<file path="src/rtl/id_ex_stage_if.sv">
`default_nettype none
// ============================================================================
// Module   : id_ex_stage_if
// Purpose  : Decode-side bundle in, execute-side bundle and hazard strobes out.
// Revision : 1.0
// ============================================================================
interface id_ex_stage_if #(
  parameter int CNT_W = 16
);
  logic             ValidD;
  logic [6:0]       OpD;
  logic             RegWriteD, MemWriteD, BranchD, JumpD, ALUSrcD;
  logic [1:0]       ResultSrcD;
  logic [2:0]       ALUControlD;
  logic [4:0]       Rs1D, Rs2D, RdD;
  logic [31:0]      RD1D, RD2D, ImmExtD, PCD, PCPlus4D;
  logic             PCSrcE;

  logic             ValidE, RegWriteE, MemWriteE, BranchE, JumpE, ALUSrcE;
  logic [1:0]       ResultSrcE;
  logic [2:0]       ALUControlE;
  logic [4:0]       Rs1E, Rs2E, RdE;
  logic [31:0]      RD1E, RD2E, ImmExtE, PCE, PCPlus4E;
  logic             StallF, StallD, FlushD;
  logic [CNT_W-1:0] stall_count, flush_count;

  modport master (
    output ValidD, OpD, RegWriteD, MemWriteD, BranchD, JumpD, ALUSrcD,
           ResultSrcD, ALUControlD, Rs1D, Rs2D, RdD,
           RD1D, RD2D, ImmExtD, PCD, PCPlus4D, PCSrcE,
    input  ValidE, RegWriteE, MemWriteE, BranchE, JumpE, ALUSrcE,
           ResultSrcE, ALUControlE, Rs1E, Rs2E, RdE,
           RD1E, RD2E, ImmExtE, PCE, PCPlus4E,
           StallF, StallD, FlushD, stall_count, flush_count
  );

  modport slave (
    input  ValidD, OpD, RegWriteD, MemWriteD, BranchD, JumpD, ALUSrcD,
           ResultSrcD, ALUControlD, Rs1D, Rs2D, RdD,
           RD1D, RD2D, ImmExtD, PCD, PCPlus4D, PCSrcE,
    output ValidE, RegWriteE, MemWriteE, BranchE, JumpE, ALUSrcE,
           ResultSrcE, ALUControlE, Rs1E, Rs2E, RdE,
           RD1E, RD2E, ImmExtE, PCE, PCPlus4E,
           StallF, StallD, FlushD, stall_count, flush_count
  );
endinterface
`default_nettype wire

</file>
<file path="src/rtl/id_ex_stage.sv">
`default_nettype none
// ============================================================================
// Module   : id_ex_stage
// Purpose  : ID/EX pipeline register with load-use stall, branch flush and
//            saturating stall/flush event counters.
// Revision : 1.0
// ============================================================================
module id_ex_stage #(
  parameter int CNT_W = 16
) (
  input  wire logic     clk,
  input  wire logic     reset,
  id_ex_stage_if.slave  bus
);

  localparam logic [6:0] c_OP_LOAD   = 7'b0000011;
  localparam logic [6:0] c_OP_STORE  = 7'b0100011;
  localparam logic [6:0] c_OP_REG    = 7'b0110011;
  localparam logic [6:0] c_OP_BRANCH = 7'b1100011;
  localparam logic [6:0] c_OP_IMM    = 7'b0010011;

  logic             w_use_rs1;
  logic             w_use_rs2;
  logic             w_lw_stall;
  logic             w_bubble;
  logic [CNT_W-1:0] r_stall_count;
  logic [CNT_W-1:0] r_flush_count;

  always_comb begin
    w_use_rs1 = 1'b0;
    w_use_rs2 = 1'b0;
    case (bus.OpD)
      c_OP_LOAD, c_OP_IMM: w_use_rs1 = 1'b1;
      c_OP_STORE, c_OP_REG, c_OP_BRANCH: begin
        w_use_rs1 = 1'b1;
        w_use_rs2 = 1'b1;
      end
      default: ;
    endcase
  end

  assign w_lw_stall = bus.ValidD & bus.ValidE & (bus.ResultSrcE == 2'b01) &
                      (bus.RdE != 5'd0) &
                      ((w_use_rs1 & (bus.Rs1D == bus.RdE)) |
                       (w_use_rs2 & (bus.Rs2D == bus.RdE)));

  // A resolved branch squashes the stalled instruction anyway, so it wins.
  assign bus.StallF = w_lw_stall & ~bus.PCSrcE;
  assign bus.StallD = w_lw_stall & ~bus.PCSrcE;
  assign bus.FlushD = bus.PCSrcE;
  assign w_bubble   = w_lw_stall | bus.PCSrcE;

  always_ff @(posedge clk) begin
    if (reset || w_bubble) begin
      bus.ValidE      <= 1'b0;
      bus.RegWriteE   <= 1'b0;
      bus.MemWriteE   <= 1'b0;
      bus.BranchE     <= 1'b0;
      bus.JumpE       <= 1'b0;
      bus.ALUSrcE     <= 1'b0;
      bus.ResultSrcE  <= 2'b00;
      bus.ALUControlE <= 3'b000;
      bus.Rs1E        <= 5'd0;
      bus.Rs2E        <= 5'd0;
      bus.RdE         <= 5'd0;
      bus.RD1E        <= 32'd0;
      bus.RD2E        <= 32'd0;
      bus.ImmExtE     <= 32'd0;
      bus.PCE         <= 32'd0;
      bus.PCPlus4E    <= 32'd0;
    end else begin
      // Controls of a non-valid slot are zeroed so it behaves as a NOP.
      bus.ValidE      <= bus.ValidD;
      bus.RegWriteE   <= bus.RegWriteD & bus.ValidD;
      bus.MemWriteE   <= bus.MemWriteD & bus.ValidD;
      bus.BranchE     <= bus.BranchD   & bus.ValidD;
      bus.JumpE       <= bus.JumpD     & bus.ValidD;
      bus.ALUSrcE     <= bus.ALUSrcD   & bus.ValidD;
      bus.ResultSrcE  <= bus.ValidD ? bus.ResultSrcD  : 2'b00;
      bus.ALUControlE <= bus.ValidD ? bus.ALUControlD : 3'b000;
      bus.Rs1E        <= bus.Rs1D;
      bus.Rs2E        <= bus.Rs2D;
      bus.RdE         <= bus.RdD;
      bus.RD1E        <= bus.RD1D;
      bus.RD2E        <= bus.RD2D;
      bus.ImmExtE     <= bus.ImmExtD;
      bus.PCE         <= bus.PCD;
      bus.PCPlus4E    <= bus.PCPlus4D;
    end
  end

  always_ff @(posedge clk) begin
    if (reset) begin
      r_stall_count <= '0;
      r_flush_count <= '0;
    end else begin
      if (bus.StallD && (r_stall_count != '1))
        r_stall_count <= r_stall_count + 1'b1;
      if (bus.FlushD && (r_flush_count != '1))
        r_flush_count <= r_flush_count + 1'b1;
    end
  end

  assign bus.stall_count = r_stall_count;
  assign bus.flush_count = r_flush_count;

endmodule
`default_nettype wire

</file>
<file path="src/flat_wrapper.sv">
// flat-port wrapper written by rule: the top's interface ports become plain ports
module id_ex_stage_flat 
#(
  parameter int CNT_W = 16
)
  (clk, reset, bus_ValidD, bus_OpD, bus_RegWriteD, bus_MemWriteD, bus_BranchD, bus_JumpD, bus_ALUSrcD, bus_ResultSrcD, bus_ALUControlD, bus_Rs1D, bus_Rs2D, bus_RdD, bus_RD1D, bus_RD2D, bus_ImmExtD, bus_PCD, bus_PCPlus4D, bus_PCSrcE, bus_ValidE, bus_RegWriteE, bus_MemWriteE, bus_BranchE, bus_JumpE, bus_ALUSrcE, bus_ResultSrcE, bus_ALUControlE, bus_Rs1E, bus_Rs2E, bus_RdE, bus_RD1E, bus_RD2E, bus_ImmExtE, bus_PCE, bus_PCPlus4E, bus_StallF, bus_StallD, bus_FlushD, bus_stall_count, bus_flush_count);
  id_ex_stage_if #(.CNT_W(CNT_W)) bus_i ();
  input  wire logic clk;
  input  wire logic reset;
  input wire logic [$bits(bus_i.ValidD)-1:0] bus_ValidD;
  input wire logic [$bits(bus_i.OpD)-1:0] bus_OpD;
  input wire logic [$bits(bus_i.RegWriteD)-1:0] bus_RegWriteD;
  input wire logic [$bits(bus_i.MemWriteD)-1:0] bus_MemWriteD;
  input wire logic [$bits(bus_i.BranchD)-1:0] bus_BranchD;
  input wire logic [$bits(bus_i.JumpD)-1:0] bus_JumpD;
  input wire logic [$bits(bus_i.ALUSrcD)-1:0] bus_ALUSrcD;
  input wire logic [$bits(bus_i.ResultSrcD)-1:0] bus_ResultSrcD;
  input wire logic [$bits(bus_i.ALUControlD)-1:0] bus_ALUControlD;
  input wire logic [$bits(bus_i.Rs1D)-1:0] bus_Rs1D;
  input wire logic [$bits(bus_i.Rs2D)-1:0] bus_Rs2D;
  input wire logic [$bits(bus_i.RdD)-1:0] bus_RdD;
  input wire logic [$bits(bus_i.RD1D)-1:0] bus_RD1D;
  input wire logic [$bits(bus_i.RD2D)-1:0] bus_RD2D;
  input wire logic [$bits(bus_i.ImmExtD)-1:0] bus_ImmExtD;
  input wire logic [$bits(bus_i.PCD)-1:0] bus_PCD;
  input wire logic [$bits(bus_i.PCPlus4D)-1:0] bus_PCPlus4D;
  input wire logic [$bits(bus_i.PCSrcE)-1:0] bus_PCSrcE;
  output wire logic [$bits(bus_i.ValidE)-1:0] bus_ValidE;
  output wire logic [$bits(bus_i.RegWriteE)-1:0] bus_RegWriteE;
  output wire logic [$bits(bus_i.MemWriteE)-1:0] bus_MemWriteE;
  output wire logic [$bits(bus_i.BranchE)-1:0] bus_BranchE;
  output wire logic [$bits(bus_i.JumpE)-1:0] bus_JumpE;
  output wire logic [$bits(bus_i.ALUSrcE)-1:0] bus_ALUSrcE;
  output wire logic [$bits(bus_i.ResultSrcE)-1:0] bus_ResultSrcE;
  output wire logic [$bits(bus_i.ALUControlE)-1:0] bus_ALUControlE;
  output wire logic [$bits(bus_i.Rs1E)-1:0] bus_Rs1E;
  output wire logic [$bits(bus_i.Rs2E)-1:0] bus_Rs2E;
  output wire logic [$bits(bus_i.RdE)-1:0] bus_RdE;
  output wire logic [$bits(bus_i.RD1E)-1:0] bus_RD1E;
  output wire logic [$bits(bus_i.RD2E)-1:0] bus_RD2E;
  output wire logic [$bits(bus_i.ImmExtE)-1:0] bus_ImmExtE;
  output wire logic [$bits(bus_i.PCE)-1:0] bus_PCE;
  output wire logic [$bits(bus_i.PCPlus4E)-1:0] bus_PCPlus4E;
  output wire logic [$bits(bus_i.StallF)-1:0] bus_StallF;
  output wire logic [$bits(bus_i.StallD)-1:0] bus_StallD;
  output wire logic [$bits(bus_i.FlushD)-1:0] bus_FlushD;
  output wire logic [$bits(bus_i.stall_count)-1:0] bus_stall_count;
  output wire logic [$bits(bus_i.flush_count)-1:0] bus_flush_count;
  assign bus_i.ValidD = bus_ValidD;
  assign bus_i.OpD = bus_OpD;
  assign bus_i.RegWriteD = bus_RegWriteD;
  assign bus_i.MemWriteD = bus_MemWriteD;
  assign bus_i.BranchD = bus_BranchD;
  assign bus_i.JumpD = bus_JumpD;
  assign bus_i.ALUSrcD = bus_ALUSrcD;
  assign bus_i.ResultSrcD = bus_ResultSrcD;
  assign bus_i.ALUControlD = bus_ALUControlD;
  assign bus_i.Rs1D = bus_Rs1D;
  assign bus_i.Rs2D = bus_Rs2D;
  assign bus_i.RdD = bus_RdD;
  assign bus_i.RD1D = bus_RD1D;
  assign bus_i.RD2D = bus_RD2D;
  assign bus_i.ImmExtD = bus_ImmExtD;
  assign bus_i.PCD = bus_PCD;
  assign bus_i.PCPlus4D = bus_PCPlus4D;
  assign bus_i.PCSrcE = bus_PCSrcE;
  assign bus_ValidE = bus_i.ValidE;
  assign bus_RegWriteE = bus_i.RegWriteE;
  assign bus_MemWriteE = bus_i.MemWriteE;
  assign bus_BranchE = bus_i.BranchE;
  assign bus_JumpE = bus_i.JumpE;
  assign bus_ALUSrcE = bus_i.ALUSrcE;
  assign bus_ResultSrcE = bus_i.ResultSrcE;
  assign bus_ALUControlE = bus_i.ALUControlE;
  assign bus_Rs1E = bus_i.Rs1E;
  assign bus_Rs2E = bus_i.Rs2E;
  assign bus_RdE = bus_i.RdE;
  assign bus_RD1E = bus_i.RD1E;
  assign bus_RD2E = bus_i.RD2E;
  assign bus_ImmExtE = bus_i.ImmExtE;
  assign bus_PCE = bus_i.PCE;
  assign bus_PCPlus4E = bus_i.PCPlus4E;
  assign bus_StallF = bus_i.StallF;
  assign bus_StallD = bus_i.StallD;
  assign bus_FlushD = bus_i.FlushD;
  assign bus_stall_count = bus_i.stall_count;
  assign bus_flush_count = bus_i.flush_count;
  id_ex_stage #(.CNT_W(CNT_W)) u_core (.clk(clk), .reset(reset), .bus(bus_i));
endmodule
</file>
<file path="config.mk">
export PLATFORM = sky130hd
export DESIGN_NAME = id_ex_stage_flat
export DESIGN_NICKNAME = d
export VERILOG_FILES = /design/src/rtl/id_ex_stage_if.sv /design/src/rtl/id_ex_stage.sv /design/src/flat_wrapper.sv
export SDC_FILE = /design/constraint.sdc
export NUM_CORES = 1
export LEC_CHECK = 0
export ABC_AREA = 0
export BUFFER_PORTS_ARGS = -buffer_cell sky130_fd_sc_hd__buf_2
export CAP_MARGIN = 20
export CORE_AREA = 8 8 157 159
export DETAILED_ROUTE_END_ITERATION = 10
export DIE_AREA = 0 0 165 167
export HOLD_SLACK_MARGIN = 0.15
export PLACE_DENSITY = 0.67
export SYNTH_ARGS = -nofsm -noshare
export SYNTH_HDL_FRONTEND = slang
export SYNTH_SLANG_ARGS = --single-unit
</file>
<file path="constraint.sdc">
create_clock -name clk -period 3.5 [get_ports clk]
set_input_delay 0 -clock clk [delete_from_list [all_inputs] [get_ports clk]]
set_output_delay 0 -clock clk [all_outputs]
set_load 0.01 [all_outputs]
</file>
# Word-level counts from Yosys, hierarchy flattened
# Cells that the tools add are included.
# W data, S select, Z words.
# totals
elab_cells	55
ff_bits	218
output_inout_bits	221
# classes
n_eq_ne	10
muxes	2
bitwise_logic	16
addsub	2
n_reduce_logical	7
# op_table
operator	count
$add A16 B1 Y16 const B	2
$ne A16 B16 Y1 const B	2
$eq A7 B6 Y1 const B	2
$and A1 B1 Y1	12
$eq A5 B5 Y1	2
$eq A7 B2 Y1 const B	1
$eq A7 B5 Y1 const B	1
$eq A7 B7 Y1 const B	1
$reduce_bool A5 Y1	1
$reduce_or A5 Y1	1
$reduce_or A3 Y1	1
$eq A2 B1 Y1 const B	1
$logic_and A1 B1 Y1	2
$mux W1	2
$not A1 Y1	2
$or A1 B1 Y1	2
$reduce_or A2 Y1	1
$logic_or A1 B1 Y1	1

# Longest topological paths before layout
# depth
ltp_word	9
ltp_mapped	7
ltp_nobuf	6

# Worst setup path after synthesis
# No wires, ideal clock.
# synth_path
path_kind	register to register
start	register u_core.r_stall_count[0] (netlist: u_core.bus.stall_count[0])
end	register u_core.r_stall_count[8] (netlist: u_core.bus.stall_count[8])
path_buffers	1
setup_ns	0.123
required_ns	3.377
synth_period_minus_slack_ns	2.090
path_stages_with_launch	8
slack_ns	1.410
arrival_time_ns	1.967
path_cell_list	dfxtp_1 ha_1 and4_4 and4_4 buf_6 or4_1 nor3_1 mux2_1
# synth_via
elab_chain_len	2
word_cells_on_any_way	3
cone_classes	1 x add/sub; 1 x eq/ne; 1 x reduce/logical
# synth_lines
element	line	source
start, declared	id_ex_stage.sv:26	logic [CNT_W-1:0] r_stall_count;
start signal, assigned	id_ex_stage.sv:98	r_stall_count <= r_stall_count + 1'b1;
parallel branches: the longest is 2 deep, another holds $add A16 B1 Y16	n/a	
# Parallel ways; which one is timed is not known.
# A chain may end at the register's enable or synchronous reset.

# Worst setup path in the final report
# layout_path
start	register u_core.bus.RdE[1] (netlist name)
end	register u_core.bus.ALUControlE[2] (netlist name)
# layout_via
elab_chain_len	7
word_cells_on_any_way	11
cone_classes	2 x eq/ne; 6 x bitwise; 3 x reduce/logical
# layout_lines
element	line	source
start, declared	id_ex_stage_if.sv:42	ResultSrcE, ALUControlE, Rs1E, Rs2E, RdE,
start signal, assigned	id_ex_stage.sv:83	bus.RdE <= bus.RdD;
$eq A5 B5 Y1 (on tied branches)	id_ex_stage.sv:44, id_ex_stage.sv:45	
$and A1 B1 Y1 (on tied branches)	id_ex_stage.sv:44, id_ex_stage.sv:45	
$or A1 B1 Y1	id_ex_stage.sv:44	((w_use_rs1 & (bus.Rs1D == bus.RdE)) |
$and A1 B1 Y1 *	id_ex_stage.sv:43	(bus.RdE != 5'd0) &
$or A1 B1 Y1 *	id_ex_stage.sv:51	assign w_bubble = w_lw_stall | bus.PCSrcE;
$logic_or A1 B1 Y1 *	id_ex_stage.sv:54	if (reset || w_bubble) begin
$reduce_or A2 Y1 (no line) *	n/a	
end signal, assigned	id_ex_stage.sv:80	bus.ALUControlE <= bus.ValidD ? bus.ALUControlD : 3'b000;
end, declared	id_ex_stage_if.sv:42	
# Every way passes the cells marked *; elsewhere a longest branch is shown, timed or not.

==> metrics <==
run status=finished clean; setup tns final=0 ns; worst hold endpoint=u_core.bus.RD2E[11]$_SDFF_PP0_; final setup fails=0; Area Overhead vs Synth=74.1%; Pre-Repair DR Iteration Count=6; clock sink total=218; Slowest cell on crit path=a211oi_4; post-layout min period=2.79 ns; max-slew violations=0; Max Cap Viol=0; critical path endpoint category=flip-flop; Tcrit/Tclk final=79.6%; DRC viols=0; CTS tree=yes; DR vias=6,901; worst vdd ir=0.000386 V; Max FO, Critical Path=55; Critical Path Max Stage Delay=0.71 ns; Leak Pwr=0.00587 uW; Fillers=1,825; post-synthesis sequential area ratio=62.5%; type of the worst setup path=flip-flop to flip-flop; Die W=165 um; H-tree depth=1; Synth warnings=0; reg2reg path depth=7; most frequent CP cell=and3_1; dpl hpwl=18,600 um; RSZ-0062 raised after global routing=false; Synth Area per Inst=11.0 um2; vias in the first global route=7,361; Max Clock Skew=0.0107 ns; Post-Route WL=28,000 um; initial antenna violation count=4; R2R Path End=u_core.bus.ALUControlE[2]$_SDFF_PP0_; CTS resizes=0; EDFF count, synth=0; layout cells sized above 1=36.8%; FF+latch area=0.00436 mm2; initial core utilization=31.4%; vias per std cell=4.46; worst skew pair latency=0.51 ns; Reg2Reg Setup Slack=0.71 ns; PD cells=471 mW/mm2; die area=0.0276 mm2; Worst Hold Launch=bus_RD2D[11]; Routed WL per cell=18.1 um; Critical Path RT=3.95 ns; Seq cells post-synth=218; async set-or-reset flop fraction in the synthesized netlist=0%; post-synthesis cell area=0.00699 mm2; global-route wire length before repair=41,800 um; CTS Root Cell=clkbuf_16; Synth cell types=49; Most used DFF post-synth=dfxtp_1; I/O pin count=417; final net count=1,444; Inserted Clock Buffers=24; f_max=0.359 GHz; RR Startpoint=u_core.bus.RdE[1]$_SDFF_PP0_; startpoint types=flip-flop; worst rel slew slack=47.5%; Iter 0 DRT Violations=321; CP bufs+invs=2; Cells after Synth=633; Hold Path Class=input pin to flip-flop; depth of the worst hold-timing path=3; core area=0.0222 mm2; worst path cell trace=nor3_1 -> nand2_1 -> and3_1 -> a211oi_4 -> buf_12 -> and3_1 -> dlygate4sd3_1; arrival time at the worst endpoint=3.24 ns; Final ANT Viol Nets=0; Inst Count DP=1,305; pin count of the biggest net entering global routing=58; clk buf depth=3; routability cong.=0.822; GRT Residual Overflow=0; Worst-path clk slew=0.06 ns; Mapped Nets=831; area occupied by multi-input gates=0.00245 mm2; Total GRT Usage=19.3%; Die Y=167 um; final hold vios=0; num rows=55; Slew @ Worst Pin=0.787 ns; Crit path max-delay family=buffers and inverters; Port Buffers=416; Post-Layout Cell Count=1,548
worst max path at each step:
| stage | from | end | slack (ns) | cells past startpoint |
|---|---|---|---|---|
| 6_report | u_core.bus.RdE[1]$_SDFF_PP0_ | u_core.bus.ALUControlE[2]$_SDFF_PP0_ | 0.71 | 7 |
| 5_1_grt | u_core.bus.RdE[1]$_SDFF_PP0_ | u_core.bus.ALUControlE[2]$_SDFF_PP0_ | 0.48 | 7 |
| 4_1_cts | u_core.bus.RdE[4]$_SDFF_PP0_ | u_core.bus.ALUControlE[2]$_SDFF_PP0_ | 0.67 | 7 |
| 3_5_place_dp | u_core.bus.ResultSrcE[0]$_SDFF_PP0_ | u_core.bus.stall_count[10]$_SDFFE_PP0P_ | 1.20 | 4 |
| 3_3_place_gp | u_core.bus.ResultSrcE[0]$_SDFF_PP0_ | u_core.bus.stall_count[3]$_SDFFE_PP0P_ | 1.23 | 4 |
| 2_1_floorplan | u_core.bus.stall_count[0]$_SDFFE_PP0P_ | u_core.bus.stall_count[8]$_SDFFE_PP0P_ | 1.41 | 7 |
layout by cell type (no fill, tap or decap), types with 4 or more instances in the layout:
| cell | instances |
|---|---|
| buf_2 | 416 |
| dfxtp_1 | 218 |
| dlygate4sd3_1 | 200 |
| and2_1 | 177 |
| nor2_1 | 28 |
| clkbuf_16 | 25 |
| xnor2_1 | 17 |
| nand3_1 | 14 |
| and3_1 | 13 |
| nand4_1 | 11 |
| nand2_1 | 11 |
| a21oi_1 | 11 |
| or4_1 | 9 |
| nor3_1 | 7 |
| nor4_1 | 7 |
| nor2b_1 | 7 |
| mux2_1 | 7 |
| nand4b_1 | 6 |
| o31ai_1 | 6 |
| clkbuf_1 | 6 |
| clkbuf_8 | 6 |
| a311oi_1 | 4 |
| xor2_1 | 4 |
| buf_12 | 4 |
power by group:
group          switching, uW  internal (uW)
Combinational            243            340
Sequential              30.3           2570
Clock                    982           1570
Total                   1260           4480
cell usage after synthesis, types with 3 or more instances:
cell      count  area share (%)
inv_1         3            0.16
o31ai_1       6            0.64
buf_2        18             1.3
nor3_1        7            0.50
xor2_1        4            0.50
or3_1         3            0.27
nor2_1       28             1.5
a311oi_1      4            0.50
clkbuf_1     12            0.64
and2_1      177              16
nand2_1      11            0.59
and4_4        3            0.48
and3_1       13             1.2
or4_1         9            0.97
dfxtp_1     218              62
nand4b_1      6            0.75
a21oi_1      11            0.79
mux2_1        7             1.1
nand3_1      14             1.0
nor4_1        7            0.63
xnor2_1      17             2.1
nor3b_1       3            0.32
nand4_1      11            0.98
nor2b_1       7            0.63
metal layers:
metal	track usage, %	vias to the layer above	share of wire, %
li1	-	3316	-
met2	34.7	316	51
met1	19.7	3189	35
met3	7.25	76	10
met5	0	-	0.079
met4	7.52	4	3.4
area by class of cell:
class | count | area share (%)
Sequential cell | 218 | 35.9
Timing Repair Buffer | 622 | 34.3
Multi-Input combinational cell | 377 | 20.1
Clock buffer | 37 | 6.00
Tap cell | 285 | 2.93
Clock inverter | 4 | 0.596
Inverter | 3 | 0.0925
Antenna cell | 2 | 0.0411
cells by family after synthesis:
logic type,after synthesis,share of synthesized area (%)
AOI/OAI and AO/OA,33,3.19
xor gates and xnor gates,21,2.63
adders and majority gates,2,0.358
buffers and inverters,38,2.60
DFF,218,62.5
muxes,8,1.27
and+or+nand+nor,313,27.5
per-stage QoR:
| step | cell area, um2 | power [uW] | util [%] | hold WS, ns | setup slack, ns |
|---|---|---|---|---|---|
| floorplan | 6990 | 2810 | - | 0.0918 | 1.41 |
| detailed placement | 9360 | 3050 | 42.1 | 0.201 | 1.20 |
| finish | 12200 | 5740 | 54.7 | 0.218 | 0.714 |
| global placement | 9360 | 3040 | 42.1 | 0.199 | 1.23 |
| CTS | 12200 | 5790 | 54.7 | 0.179 | 0.674 |
| global route | 12200 | 5950 | 54.7 | 0.205 | 0.480 |
repair_timing:
| action | 4_1_cts | 5_1_grt |
|---|---|---|
| hold buffers | 200 | 0 |
| buffers inserted | 0 | 0 |
| endpoints found under the setup margin | 0 | 0 |
| endpoints found under the hold margin | 215 | 0 |
worst reg2reg max path, cell delays in order, from the launching register on:
cell	delay, ns
dfxtp_1	0.35
nor3_1	0.26
nand2_1	0.14
and3_1	0.23
a211oi_4	0.71
buf_12	0.30
and3_1	0.20
dlygate4sd3_1	0.54
sequential cells by signal (all words and copies together) (netlist names):
register,cells
u_core.bus.ImmExtE,32
u_core.bus.RegWriteE,1
u_core.bus.ResultSrcE,2
u_core.bus.PCE,32
u_core.bus.JumpE,1
u_core.bus.BranchE,1
u_core.bus.Rs1E,5
u_core.bus.ValidE,1
u_core.bus.RD1E,32
u_core.bus.MemWriteE,1
u_core.bus.PCPlus4E,32
u_core.bus.RdE,5
u_core.bus.stall_count,16
u_core.bus.RD2E,32
u_core.bus.ALUControlE,3
u_core.bus.flush_count,16
u_core.bus.ALUSrcE,1
u_core.bus.Rs2E,5
(Power assumes the default switching activity.)
